## config.mk

```make
export PLATFORM = sky130hd
export DESIGN_NAME = hazard_ctrl_flat
export DESIGN_NICKNAME = d
export VERILOG_FILES = /design/src/rtl/hazard_ctrl_if.sv /design/src/rtl/hazard_ctrl.sv /design/src/flat_wrapper.sv
export SDC_FILE = /design/constraint.sdc
export NUM_CORES = 1
export LEC_CHECK = 0
export BUFFER_PORTS_ARGS = -buffer_cell sky130_fd_sc_hd__buf_2
export CAP_MARGIN = 40
export CORE_MARGIN = 2
export CORE_UTILIZATION = 30
export CTS_CLUSTER_SIZE = 25
export DETAILED_ROUTE_END_ITERATION = 8
export GPL_TIMING_DRIVEN = 0
export PLACE_DENSITY = 0.78
export SYNTH_ARGS = -nofsm -noshare
export SYNTH_HDL_FRONTEND = slang
export SYNTH_SLANG_ARGS = --single-unit
```

## constraint.sdc

```tcl
create_clock -name CLK -period 1.4 [get_ports CLK]
set_input_delay 0.28 -clock CLK [delete_from_list [all_inputs] [get_ports CLK]]
set_output_delay 0.28 -clock CLK [all_outputs]
set_load 0.1 [all_outputs]
```

## src/rtl/hazard_ctrl_if.sv

```systemverilog
// Pipeline hazard control bus: status inputs from the pipeline and the
// enable/flush/squash controls driven back to the latch bank.
interface hazard_ctrl_if;
  // Pipeline status into the controller
  logic        ihit;
  logic        dhit;
  logic        mem_req;
  logic        idex_memread;
  logic [4:0]  idex_rd;
  logic [4:0]  ifid_rs;
  logic [4:0]  ifid_rt;
  logic        ifid_uses_rt;
  logic        br_taken;
  logic        halt_wb;
  // Controls out to the latch bank
  logic        pc_en;
  logic        if_id_en;
  logic        id_ex_en;
  logic        ex_mem_en;
  logic        mem_wb_en;
  logic        if_id_flush;
  logic        id_ex_flush;
  logic        ex_mem_flush;
  logic        mem_wb_flush;
  logic        dmem_squash;
  logic        halted;
  logic [31:0] stall_cnt;
  logic [31:0] flush_cnt;
  logic [31:0] lu_cnt;

  // Pipeline side: drives status, observes controls
  modport master (
    output ihit, dhit, mem_req, idex_memread, idex_rd, ifid_rs, ifid_rt, ifid_uses_rt,
           br_taken, halt_wb,
    input  pc_en, if_id_en, id_ex_en, ex_mem_en, mem_wb_en, if_id_flush, id_ex_flush,
           ex_mem_flush, mem_wb_flush, dmem_squash, halted, stall_cnt, flush_cnt, lu_cnt
  );

  // Controller side
  modport slave (
    input  ihit, dhit, mem_req, idex_memread, idex_rd, ifid_rs, ifid_rt, ifid_uses_rt,
           br_taken, halt_wb,
    output pc_en, if_id_en, id_ex_en, ex_mem_en, mem_wb_en, if_id_flush, id_ex_flush,
           ex_mem_flush, mem_wb_flush, dmem_squash, halted, stall_cnt, flush_cnt, lu_cnt
  );
endinterface

```

## src/rtl/hazard_ctrl.sv

```systemverilog
// Pipeline hazard controller: memory-wait freeze, load-use bubble, redirect
// flush and halt retirement for a 5-stage pipeline latch bank.
// Optional macro HAZARD_PERF_EN builds saturating stall/flush/load-use
// performance counters; without it the counter ports read 0.
module hazard_ctrl (
  input  logic        CLK,
  input  logic        RST,
  hazard_ctrl_if.slave bus
);

  typedef enum logic [1:0] {StRun, StDwait, StDdone, StHalt} state_e;

  state_e state_q, state_d;
  logic   pend_q, pend_d;
  logic   adv;
  logic   load_use;
  logic   redirect;

  // Pipeline may advance when fetch completes and no data access is still outstanding
  always_comb begin
    adv = 1'b0;
    unique case (state_q)
      StRun:   adv = bus.ihit & ~(bus.mem_req & ~bus.dhit);
      StDwait: adv = bus.ihit & bus.dhit;
      StDdone: adv = bus.ihit;
      StHalt:  adv = 1'b0;
      default: adv = 1'b0;
    endcase
  end

  // Load in ID/EX feeding a source of the instruction in IF/ID (r0 never hazards)
  always_comb begin
    load_use = bus.idex_memread && (bus.idex_rd != 5'd0) &&
               ((bus.idex_rd == bus.ifid_rs) ||
                (bus.ifid_uses_rt && (bus.idex_rd == bus.ifid_rt)));
  end

  assign redirect = bus.br_taken | pend_q;

  // State and pending-redirect registers
  always_ff @(posedge CLK or posedge RST) begin
    if (RST) begin
      state_q <= StRun;
      pend_q  <= 1'b0;
    end else begin
      state_q <= state_d;
      pend_q  <= pend_d;
    end
  end

  // Next state; halt retirement wins over data-access tracking
  always_comb begin
    state_d = state_q;
    if (state_q != StHalt && bus.halt_wb) begin
      state_d = StHalt;
    end else begin
      unique case (state_q)
        StRun: begin
          if (bus.mem_req && !bus.dhit)                    state_d = StDwait;
          else if (bus.mem_req && bus.dhit && !bus.ihit)   state_d = StDdone;
          else                                             state_d = StRun;
        end
        StDwait: begin
          if (bus.dhit && bus.ihit)       state_d = StRun;
          else if (bus.dhit && !bus.ihit) state_d = StDdone;
          else                            state_d = StDwait;
        end
        StDdone: state_d = bus.ihit ? StRun : StDdone;
        StHalt:  state_d = StHalt;
        default: state_d = StRun;
      endcase
    end
  end

  // Remember a redirect seen while frozen; any advance consumes it
  always_comb begin
    pend_d = pend_q;
    if (adv)               pend_d = 1'b0;
    else if (bus.br_taken) pend_d = 1'b1;
  end

  // Latch controls; everything reads 0 while reset is held
  always_comb begin
    bus.pc_en        = 1'b0;
    bus.if_id_en     = 1'b0;
    bus.id_ex_en     = 1'b0;
    bus.ex_mem_en    = 1'b0;
    bus.mem_wb_en    = 1'b0;
    bus.if_id_flush  = 1'b0;
    bus.id_ex_flush  = 1'b0;
    bus.ex_mem_flush = 1'b0;
    bus.mem_wb_flush = 1'b0;
    bus.dmem_squash  = 1'b0;
    bus.halted       = 1'b0;
    if (!RST) begin
      bus.dmem_squash = (state_q == StDdone);
      if (state_q == StHalt) begin
        bus.halted = 1'b1;
      end else if (!adv) begin
        // Frozen: push a bubble into WB so the MEM/WB entry is not written back twice
        bus.mem_wb_en    = 1'b1;
        bus.mem_wb_flush = 1'b1;
      end else if (redirect) begin
        bus.pc_en        = 1'b1;
        bus.if_id_en     = 1'b1;
        bus.id_ex_en     = 1'b1;
        bus.ex_mem_en    = 1'b1;
        bus.mem_wb_en    = 1'b1;
        bus.if_id_flush  = 1'b1;
        bus.id_ex_flush  = 1'b1;
        bus.ex_mem_flush = 1'b1;
      end else if (load_use) begin
        bus.id_ex_en    = 1'b1;
        bus.id_ex_flush = 1'b1;
        bus.ex_mem_en   = 1'b1;
        bus.mem_wb_en   = 1'b1;
      end else begin
        bus.pc_en     = 1'b1;
        bus.if_id_en  = 1'b1;
        bus.id_ex_en  = 1'b1;
        bus.ex_mem_en = 1'b1;
        bus.mem_wb_en = 1'b1;
      end
    end
  end

`ifdef HAZARD_PERF_EN
  logic [31:0] stall_cnt_q, flush_cnt_q, lu_cnt_q;
  logic        stall_inc, flush_inc, lu_inc;

  assign stall_inc = (state_q != StHalt) & ~adv;
  assign flush_inc = adv & redirect;
  assign lu_inc    = adv & ~redirect & load_use;

  // Saturating performance counters
  always_ff @(posedge CLK or posedge RST) begin
    if (RST) begin
      stall_cnt_q <= '0;
      flush_cnt_q <= '0;
      lu_cnt_q    <= '0;
    end else begin
      if (stall_inc && stall_cnt_q != '1) stall_cnt_q <= stall_cnt_q + 32'd1;
      if (flush_inc && flush_cnt_q != '1) flush_cnt_q <= flush_cnt_q + 32'd1;
      if (lu_inc && lu_cnt_q != '1)       lu_cnt_q    <= lu_cnt_q + 32'd1;
    end
  end

  assign bus.stall_cnt = stall_cnt_q;
  assign bus.flush_cnt = flush_cnt_q;
  assign bus.lu_cnt    = lu_cnt_q;
`else
  assign bus.stall_cnt = '0;
  assign bus.flush_cnt = '0;
  assign bus.lu_cnt    = '0;
`endif

endmodule

```

## src/flat_wrapper.sv

```systemverilog
// flat-port wrapper written by rule: the top's interface ports become plain ports
module hazard_ctrl_flat 
  (CLK, RST, bus_ihit, bus_dhit, bus_mem_req, bus_idex_memread, bus_idex_rd, bus_ifid_rs, bus_ifid_rt, bus_ifid_uses_rt, bus_br_taken, bus_halt_wb, bus_pc_en, bus_if_id_en, bus_id_ex_en, bus_ex_mem_en, bus_mem_wb_en, bus_if_id_flush, bus_id_ex_flush, bus_ex_mem_flush, bus_mem_wb_flush, bus_dmem_squash, bus_halted, bus_stall_cnt, bus_flush_cnt, bus_lu_cnt);
  hazard_ctrl_if bus_i ();
  input  logic CLK;
  input  logic RST;
  input wire logic [$bits(bus_i.ihit)-1:0] bus_ihit;
  input wire logic [$bits(bus_i.dhit)-1:0] bus_dhit;
  input wire logic [$bits(bus_i.mem_req)-1:0] bus_mem_req;
  input wire logic [$bits(bus_i.idex_memread)-1:0] bus_idex_memread;
  input wire logic [$bits(bus_i.idex_rd)-1:0] bus_idex_rd;
  input wire logic [$bits(bus_i.ifid_rs)-1:0] bus_ifid_rs;
  input wire logic [$bits(bus_i.ifid_rt)-1:0] bus_ifid_rt;
  input wire logic [$bits(bus_i.ifid_uses_rt)-1:0] bus_ifid_uses_rt;
  input wire logic [$bits(bus_i.br_taken)-1:0] bus_br_taken;
  input wire logic [$bits(bus_i.halt_wb)-1:0] bus_halt_wb;
  output wire logic [$bits(bus_i.pc_en)-1:0] bus_pc_en;
  output wire logic [$bits(bus_i.if_id_en)-1:0] bus_if_id_en;
  output wire logic [$bits(bus_i.id_ex_en)-1:0] bus_id_ex_en;
  output wire logic [$bits(bus_i.ex_mem_en)-1:0] bus_ex_mem_en;
  output wire logic [$bits(bus_i.mem_wb_en)-1:0] bus_mem_wb_en;
  output wire logic [$bits(bus_i.if_id_flush)-1:0] bus_if_id_flush;
  output wire logic [$bits(bus_i.id_ex_flush)-1:0] bus_id_ex_flush;
  output wire logic [$bits(bus_i.ex_mem_flush)-1:0] bus_ex_mem_flush;
  output wire logic [$bits(bus_i.mem_wb_flush)-1:0] bus_mem_wb_flush;
  output wire logic [$bits(bus_i.dmem_squash)-1:0] bus_dmem_squash;
  output wire logic [$bits(bus_i.halted)-1:0] bus_halted;
  output wire logic [$bits(bus_i.stall_cnt)-1:0] bus_stall_cnt;
  output wire logic [$bits(bus_i.flush_cnt)-1:0] bus_flush_cnt;
  output wire logic [$bits(bus_i.lu_cnt)-1:0] bus_lu_cnt;
  assign bus_i.ihit = bus_ihit;
  assign bus_i.dhit = bus_dhit;
  assign bus_i.mem_req = bus_mem_req;
  assign bus_i.idex_memread = bus_idex_memread;
  assign bus_i.idex_rd = bus_idex_rd;
  assign bus_i.ifid_rs = bus_ifid_rs;
  assign bus_i.ifid_rt = bus_ifid_rt;
  assign bus_i.ifid_uses_rt = bus_ifid_uses_rt;
  assign bus_i.br_taken = bus_br_taken;
  assign bus_i.halt_wb = bus_halt_wb;
  assign bus_pc_en = bus_i.pc_en;
  assign bus_if_id_en = bus_i.if_id_en;
  assign bus_id_ex_en = bus_i.id_ex_en;
  assign bus_ex_mem_en = bus_i.ex_mem_en;
  assign bus_mem_wb_en = bus_i.mem_wb_en;
  assign bus_if_id_flush = bus_i.if_id_flush;
  assign bus_id_ex_flush = bus_i.id_ex_flush;
  assign bus_ex_mem_flush = bus_i.ex_mem_flush;
  assign bus_mem_wb_flush = bus_i.mem_wb_flush;
  assign bus_dmem_squash = bus_i.dmem_squash;
  assign bus_halted = bus_i.halted;
  assign bus_stall_cnt = bus_i.stall_cnt;
  assign bus_flush_cnt = bus_i.flush_cnt;
  assign bus_lu_cnt = bus_i.lu_cnt;
  hazard_ctrl u_core (.CLK(CLK), .RST(RST), .bus(bus_i));
endmodule
```

==> flow_metrics.tcl, run 1 <==
set metrics [dict create \
    worst_ep_arrival_time_ps 1580 \
    ios 131 \
    yosys_most_used_dff "dfrtp_1" \
    hp-class "primary input to flip-flop" \
    r2r_start "u_core.state_q[1]" \
    status "finished with violations" \
    clk_path_buf_depth 2 \
    ys_top_cells_by_count "buf_4, xor2_1, nor2_1" \
    final_nets 307 \
    vias 991 \
    fmax_ghz 0.5366 \
    fillers 310 \
    route.met2.wl_um 1575 \
    cts_tree "done" \
    fin_crit_sh 1.331 \
    stdcell_area_sq_um 2027 \
    r2r_end "u_core.pend_q" \
    die_area_sq_um 4060 \
    maxSlewViolCount 0 \
    ys_ff_latch 3 \
    antenna_found_initial 0 \
    ys_async_sr_fraction 1.000 \
    finalClockSkew_ps 1.565 \
    setup_violations 10 \
    finalWorstSetupSlack_ps -463.5 \
    num_rows 21 \
    rr_worst_depth 5 \
    synth_area_per_cell_sq_um 7.534 \
    die_x_um 63.72 \
    grt_pass1_vias 924 \
    synth_top_area_frac 0.6947 \
    dp.cells 317 \
    grt_pass1_wl_um 3870 \
    cts_buffers 3 \
    wl_met3_um 298 \
    instances_no_fill 328 \
    reg2reg_slack_ps 220 \
    synth_top_cell_by_area "buf_4" \
    gp_congestion 0.7432 \
    ff_latch_area_sq_um 77.57 \
    grt_max_degree 7 \
    dpl-instance-area_sq_um 1733 \
    ys_seq_area_frac 0.07018 \
    num_antenna_cells 0 \
    clock_sinks 3 \
    htree_num_levels 1 \
    final_hold_viol_count 0 \
    yosysWarnings 0 \
    drt_iter0_drc 8 \
    avgViaCountPerCell 3.021 \
    holdPathStages 2 \
    die_y_um 63.72 \
    critical_path_required_ps 1120 \
    synth_most_common_cell "buf_4" \
    clock-root-buffer "clkbuf_4" \
    syn_inst 142 \
    setup-tns-final_ps -2918 \
    core_area_sq_um 3390 \
    rsz0062_at_grt "yes" \
    path_max_fanout 3 \
    synth-edff-count 0 \
    ir_worst_vdd_mv 0.3918 \
    highest_layer "met4" \
    p_per_area_nw_per_um2 832.2 \
    drive_above_1_share 0.5532 \
    worst_hold_slack_ps 253.3 \
    wl_per_cell_um 7.905 \
    synth.distinct_cells 22 \
    insertion_delay_ps 230 \
    grt_overflow 0 \
    multi_input_area_sq_um 684.4 \
    start_util 0.3156 \
    syn2layout_area_growth_pct 89.47 \
    synth_area_leaders "buf_4, xor2_1, dfrtp_1" \
    dr.pass1.iters 4 \
    hold_start "bus_halt_wb" \
    min_to "u_core.state_q[1]" \
    io_buffers 34 \
    setup.worst_path.end_class "primary output" \
    route.detailed.drc 0 \
    syn_area_sq_um 1070 \
    hpwl_um 2222 \
    ant_nets 0 \
    min_period_ps 1863 \
    p_leak_nw 1.224 \
    wirelength_um 2593 \
    worstSetupPathType "primary input to primary output" \
    startpoint_type "primary input" \
    violations "setup timing" \
    drv_cap 0 \
    path_clk_slew_ps 40 \
    grt_use_total 0.1194 \
    wl_met1_um 682 \
]
[cell families (layout without fill, tap and decap cells)]
logic type,after synthesis,count (layout),synth area share
AND/OR/NAND/NOR,17,17,0.08305
flip-flops,3,3,0.07017
buffers and inverters,102,147,0.7053
AO/OA/AOI/OAI,9,9,0.05614
other,1,96,0.003505
XOR/XNOR,10,10,0.08188
[final cells by class]
cell class | instances | share of cell area
clock buffer | 4 | 0.01296
sequential | 3 | 0.03827
timing repair buffer | 42 | 0.2043
multi-input combinational | 132 | 0.3377
inverter | 3 | 0.007407
tap | 46 | 0.02840
buffer | 98 | 0.3710
[cells in the final DEF, fill, tap and decap left out, types with 2 or more instances in the layout]
master and count:
buf_6 8, nor2_1 5, clkbuf_4 3, buf_12 8, inv_1 2, dfrtp_2 2
xor2_1 9, buf_8 2, nand2b_1 2, buf_4 99, conb_1 96, buf_2 21
[stage by stage]
step / setup WS (ps) / util / power, W
2_1_floorplan: -828.6 / - / 0.001456
3_3_place_gp: -725.6 / 0.5113 / 0.001504
3_5_place_dp: -726.5 / 0.5113 / 0.001506
4_1_cts: -493.9 / 0.5888 / 0.001676
5_1_grt: -507.5 / 0.5980 / 0.001746
6_report: -463.5 / 0.5980 / 0.001687
[state kept, by name (all words and copies together) (netlist names)]
name,flops
u_core.pend_q,1
u_core.state_q,2
[worst max-delay path by stage]
stage / cells after the start / slack (ps) / to / from
floorplan: 6 / -830 / bus_pc_en / u_core.state_q[1]
CTS: 7 / -490 / bus_pc_en / bus_idex_rd[4]
global route: 7 / -510 / bus_pc_en / bus_idex_rd[4]
global placement: 7 / -730 / bus_pc_en / bus_idex_rd[1]
detailed placement: 7 / -730 / bus_pc_en / bus_idex_rd[1]
finish: 7 / -460 / bus_pc_en / bus_idex_rd[4]
[worst max-delay path: stages]
cell,delay (ps)
buf_8,100
or4_4,510
o21a_1,200
nand2_1,80
o21a_4,150
buf_12,100
buf_16,150
[routing by layer]
layer  GRT usage  vias to the layer above
li1            -                      534
met1     0.08504                      388
met2      0.2684                       65
met3     0.04107                        4
met4     0.04076                        0
met5           0                        -
[power breakdown]
part | internal [W] | leakage, nW | switching (W)
clock network | 0.000107 | 0.0150 | 0.0000415
logic | 0.000240 | 1.18 | 0.00121
registers | 0.0000872 | 0.0256 | 0.00000000000478
[timing repair]
item                                    CTS  global route
endpoints found under the setup margin   11            11
resized for setup                        51             7
pin swaps                                 7             7
hold endpoints to repair                  3             0
buffers inserted                          6             3
hold buffers                              1             0
Power figures use the tool's default switching activity.
==> inputs of run 2 (changes only) <==
--- a/config.mk
+++ b/config.mk
@@ -8,11 +8,11 @@
 export BUFFER_PORTS_ARGS = -buffer_cell sky130_fd_sc_hd__buf_2
 export CAP_MARGIN = 40
 export CORE_MARGIN = 2
-export CORE_UTILIZATION = 30
+export CORE_UTILIZATION = 36
 export CTS_CLUSTER_SIZE = 25
 export DETAILED_ROUTE_END_ITERATION = 8
-export GPL_TIMING_DRIVEN = 0
-export PLACE_DENSITY = 0.78
+export GPL_TIMING_DRIVEN = 1
+export PLACE_DENSITY = 0.88
 export SYNTH_ARGS = -nofsm -noshare
 export SYNTH_HDL_FRONTEND = slang
 export SYNTH_SLANG_ARGS = --single-unit
==> constraint.sdc (replaced) <==
create_clock -name CLK -period 2.2 [get_ports CLK]
set_input_delay 0.44 -clock CLK [delete_from_list [all_inputs] [get_ports CLK]]
set_output_delay 0.44 -clock CLK [all_outputs]
set_load 0.1 [all_outputs]
==> flow_metrics.tcl, run 2 (synthesized netlist as in run 1, its figures left out) <==
set metrics [dict create \
    fillers 276 \
    post-place-ws_ps 46.17 \
    rr_worst_depth 4 \
    fmax_ghz 0.4677 \
    p_per_area_nw_per_um2 810.2 \
    startpoint_type "primary input" \
    finalClockSkew_ps 1.621 \
    num_antenna_cells 0 \
    seqPwrFrac 0.060 \
    finalWorstSetupSlack_ps 61.74 \
    route.detailed.drc 0 \
    slowest_stage "or4_1" \
    final_hold_viol_count 0 \
    p_sw_w 0.0007758 \
    syn2layout_area_growth_pct 7.251 \
    setup.worst_path.end_class "primary output" \
    clk_path_buf_depth 2 \
    avgViaCountPerCell 3.290 \
    cts_resized 0 \
    die_area_sq_um 3423 \
    wirelength_um 1703 \
    grt_max_degree 8 \
    regMostFlops "u_core.state_q" \
    wl_per_cell_um 8.110 \
    hp-class "primary input to asynchronous set/reset pin" \
    status "completed" \
    grt_pass1_wl_um 2021 \
    insertion_delay_ps 230 \
    final_nets 204 \
    min_period_ps 2138 \
    worst_ep_arrival_time_ps 1700 \
    dr.pass1.iters 2 \
    setup_violations 0 \
    vias 691 \
    p_int_w 0.0001538 \
    ios 131 \
    multi_input_area_sq_um 678.2 \
    maxSlewViolCount 0 \
    p_leak_nw 0.6462 \
    grt_use_total 0.07995 \
    setup-tns-final_ps 0 \
    post-cts-setup-buffers 0 \
    dp.cells 206 \
    clock-root-buffer "clkbuf_4" \
    power_w 0.0009296 \
    hold_buffers 0 \
    drv_cap 0 \
    core_area_sq_um 2781 \
    largest_reg_flops 2 \
    pwr-share-comb 0.836 \
    drt_iter0_drc 2 \
    ant_nets 0 \
    grt_pass1_vias 490 \
    ir_worst_vdd_mv 0.4789 \
    clock_sinks 3 \
    p_sw_frac 0.8346 \
    stdcell_area_sq_um 1147 \
    final_cell_mix "conb_1, buf_2, xor2_1" \
    cp_top_family "simple AND/OR/NAND/NOR gates" \
    top_regs "u_core.state_q (2), u_core.pend_q (1)" \
    r2r_end "u_core.pend_q" \
    start_util 0.3846 \
    clkPwrFrac 0.104 \
    path_max_fanout 3 \
    io_buffers 34 \
    die_y_um 58.51 \
    worstPathCellList "buf_2 > or4_1 > o21a_1 > nand2_1 > o21a_4 > buf_12" \
    critical_path_required_ps 1760 \
    fin_crit_sh 0.9719 \
    antenna_found_initial 0 \
    gp_congestion 0.6057 \
    slowest_delay_ps 520 \
    final_common_cell "conb_1" \
    num_rows 19 \
    grt_overflow 0 \
    cts_tree "done" \
    hpwl_um 1559 \
    path_clk_slew_ps 40 \
    htree_num_levels 1 \
    cts_buffers 3 \
    reg2reg_slack_ps 1130 \
    worstSetupPathType "primary input to primary output" \
    drive_above_1_share 0.2961 \
    r2r_start "u_core.state_q[1]" \
    dpl-instance-area_sq_um 1106 \
    instances_no_fill 210 \
    ff_latch_area_sq_um 76.32 \
    worst-path-buf-inv 2 \
    die_x_um 58.51 \
    rsz0062_at_grt "no" \
]
run 2: cell count changes in the layout (fill, tap and decap cells not counted), moves of 2 or more:
cell,delta
buf_4,-96
buf_6,-8
buf_2,+5
buf_8,-2
run 2: tightest hold or removal path: cells and delay by family:
family / cells / cell delay (ps)
buf+inv: 3 / 340
run 2: per-layer routing:
layer / track usage / part of all wire
met5: 0 / 0
met4: 0.04983 / 0.0035
met3: 0.01758 / 0.14
met2: 0.1589 / 0.58
met1: 0.07095 / 0.27
run 2: final cells by class:
type	count	area share
multi-input combinational	132	0.5911
timing repair buffer	37	0.2726
sequential	3	0.06652
tap	31	0.03381
clock buffer	4	0.02290
inverter	3	0.01309
run 2: worst max path at each step:
| stage | start | endpoint | slack, ps | cells after the start |
|---|---|---|---|---|
| 2_1_floorplan | u_core.state_q[1] | bus_mem_wb_flush | -670 | 2 |
| 3_3_place_gp | bus_idex_rd[1] | bus_if_id_en | 80 | 6 |
| 3_5_place_dp | bus_idex_rd[1] | bus_if_id_en | 50 | 6 |
| 4_1_cts | u_core.state_q[1] | bus_if_id_en | 30 | 6 |
| 5_1_grt | bus_idex_rd[1] | bus_if_id_en | 2 | 6 |
| 6_report | bus_idex_rd[1] | bus_if_id_en | 60 | 6 |
run 2: power by group through the flow:
| stage | clock [W] | sequential, W | combinational [W] |
|---|---|---|---|
| 4_1_cts | 0.000102 | 0.0000555 | 0.000771 |
| 5_1_grt | 0.000102 | 0.0000555 | 0.000792 |
| 3_5_place_dp | 0 | 0.0000562 | 0.000770 |
| 2_1_floorplan | 0 | 0.0000562 | 0.000871 |
| 3_3_place_gp | 0 | 0.0000562 | 0.000770 |
| 6_report | 0.0000968 | 0.0000555 | 0.000777 |
run 2: metrics by stage:
step / utilization / hold WS [ps]
2_1_floorplan: - / 223.4
3_3_place_gp: 0.3977 / 461.3
3_5_place_dp: 0.3977 / 465.6
4_1_cts: 0.4071 / 210.6
5_1_grt: 0.4125 / 236.8
6_report: 0.4125 / 218.6
==> inputs of run 3 (changes only) <==
--- a/config.mk
+++ b/config.mk
@@ -7,12 +7,11 @@
 export LEC_CHECK = 0
 export BUFFER_PORTS_ARGS = -buffer_cell sky130_fd_sc_hd__buf_2
 export CAP_MARGIN = 40
-export CORE_MARGIN = 2
 export CORE_UTILIZATION = 36
 export CTS_CLUSTER_SIZE = 25
 export DETAILED_ROUTE_END_ITERATION = 8
 export GPL_TIMING_DRIVEN = 1
-export PLACE_DENSITY = 0.88
+export PLACE_DENSITY = 0.87
 export SYNTH_ARGS = -nofsm -noshare
 export SYNTH_HDL_FRONTEND = slang
 export SYNTH_SLANG_ARGS = --single-unit
==> flow_metrics.tcl, run 3 (synthesized netlist as in run 1, its figures left out) <==
set metrics [dict create \
    status "completed" \
    num_rows 19 \
    grt_use_total 0.08385 \
    grtUsageMet3 0.01843 \
    finalWorstSetupSlack_ps 63.60 \
    setup_violations 0 \
    fmax_ghz 0.4681 \
    setup.worst_path.end_class "primary output" \
    reg2reg_slack_ps 1140 \
    top_usage_layer "met2" \
    final_cell_mix "conb_1, buf_2, xor2_1" \
    drive_above_1_share 0.2961 \
    hpwl_um 1486 \
    worst-path-buf-inv 2 \
    final_nets 204 \
    p_per_area_nw_per_um2 809.0 \
    final_hold_viol_count 0 \
    route.detailed.drc 0 \
    ir_worst_vdd_mv 0.4684 \
    largest_reg_flops 2 \
    post-route-util 0.4125 \
    wirelength_um 1601 \
    met1_usage 0.07972 \
    path_clk_slew_ps 40 \
    htree_num_levels 1 \
    die_area_sq_um 3193 \
    fillers 288 \
    ant_nets 0 \
    cts_tree "done" \
    ios 131 \
    avgViaCountPerCell 3.357 \
    worst_hold_slack_ps 226.5 \
    hp-class "primary input to asynchronous set/reset pin" \
    antenna_found_initial 0 \
    critical_path_required_ps 1760 \
    drt_iter0_drc 16 \
    post-cts-setup-buffers 0 \
    die_y_um 56.51 \
    start_util 0.3846 \
    drv_cap 0 \
    startpoint_type "primary input" \
    slowest_stage "nor4_2" \
    regMostFlops "u_core.state_q" \
    clock-root-buffer "clkbuf_4" \
    wl_per_cell_um 7.624 \
    crit_path_start "bus_idex_rd[3]" \
    cp_top_family "compound AO/OA/AOI/OAI gates" \
    io_buffers 34 \
    die_x_um 56.51 \
    clk_path_buf_depth 2 \
    grt_pass1_vias 506 \
    rr_worst_depth 4 \
    r2r_start "u_core.state_q[1]" \
    grt_pass1_wl_um 2152 \
    clock_sinks 3 \
    power_w 0.0009282 \
    vias 705 \
    syn2layout_area_growth_pct 7.251 \
    final_common_cell "conb_1" \
    gp_congestion 0.7128 \
    worst_ep_arrival_time_ps 1700 \
    path_max_fanout 3 \
    fin_crit_sh 0.9711 \
    worstSetupPathType "primary input to primary output" \
    cts_buffers 3 \
    maxSlewViolCount 0 \
    grt_max_degree 8 \
    p_leak_nw 0.6462 \
    top_regs "u_core.state_q (2), u_core.pend_q (1)" \
    dr.pass1.iters 2 \
    finalClockSkew_ps 3.480 \
    core_area_sq_um 2781 \
    cp.depth 6 \
    num_antenna_cells 0 \
    slowest_delay_ps 300 \
    post-place-ws_ps 27.23 \
    met2_usage 0.1697 \
    worstPathCellList "buf_2 > xor2_1 > nor4_2 > a32oi_2 > o21a_4 > buf_12" \
    min_period_ps 2136 \
    grt_overflow 0 \
    insertion_delay_ps 230 \
]
run 3: cell counts in the layout (fill, tap and decap cells not counted):
No cell type changed its count.
run 3: timing repair:
action                                 4_1_cts  5_1_grt
hold buffers                                 0        0
gates resized for setup                      0        3
setup endpoints to repair                    0        2
endpoints found under the hold margin        0        0
run 3: layout make-up:
| cell class | instances | area [sq um] | area share |
|---|---|---|---|
| timing repair buffer | 37 | 312.8 | 0.2726 |
| multi-input combinational | 132 | 678.2 | 0.5911 |
| clock buffer | 4 | 26.28 | 0.02290 |
| sequential | 3 | 76.32 | 0.06652 |
| tap | 31 | 38.79 | 0.03381 |
| inverter | 3 | 15.01 | 0.01309 |
run 3: power breakdown:
part	switching, W	total [W]	internal (W)
sequential	0.00000000000352	0.0000555	0.0000555
clock	0.0000273	0.0000952	0.0000679
combinational	0.000747	0.000778	0.0000303
total	0.000774	0.000928	0.000154
run 3: final timing paths:
check / endpoint
min in group CLK: u_core.state_q[0]
setup / recovery: bus_pc_en
max in group asynchronous: u_core.state_q[1]
hold / removal: u_core.state_q[1]
setup reg to reg: u_core.pend_q
hold reg to reg: u_core.state_q[1]
run 3: tightest hold or removal path, cell delays in order:
cell	delay, ps
buf_2	120
inv_1	80
buf_4	140
run 3: stage by stage:
step                      TNS, ps  area [sq um]  instances
final                           0          1147        210
after global routing       -33.49          1147        210
after CTS                       0          1132        210
after detailed placement        0          1106        206
after global placement          0          1106        206
after floorplan            -889.6          1514        237
run 3: per-layer routing:
layer	wire length [um]	up-vias
met5	0	-
met4	0	0
met3	201	0
met2	949	63
met1	450	318
li1	-	324
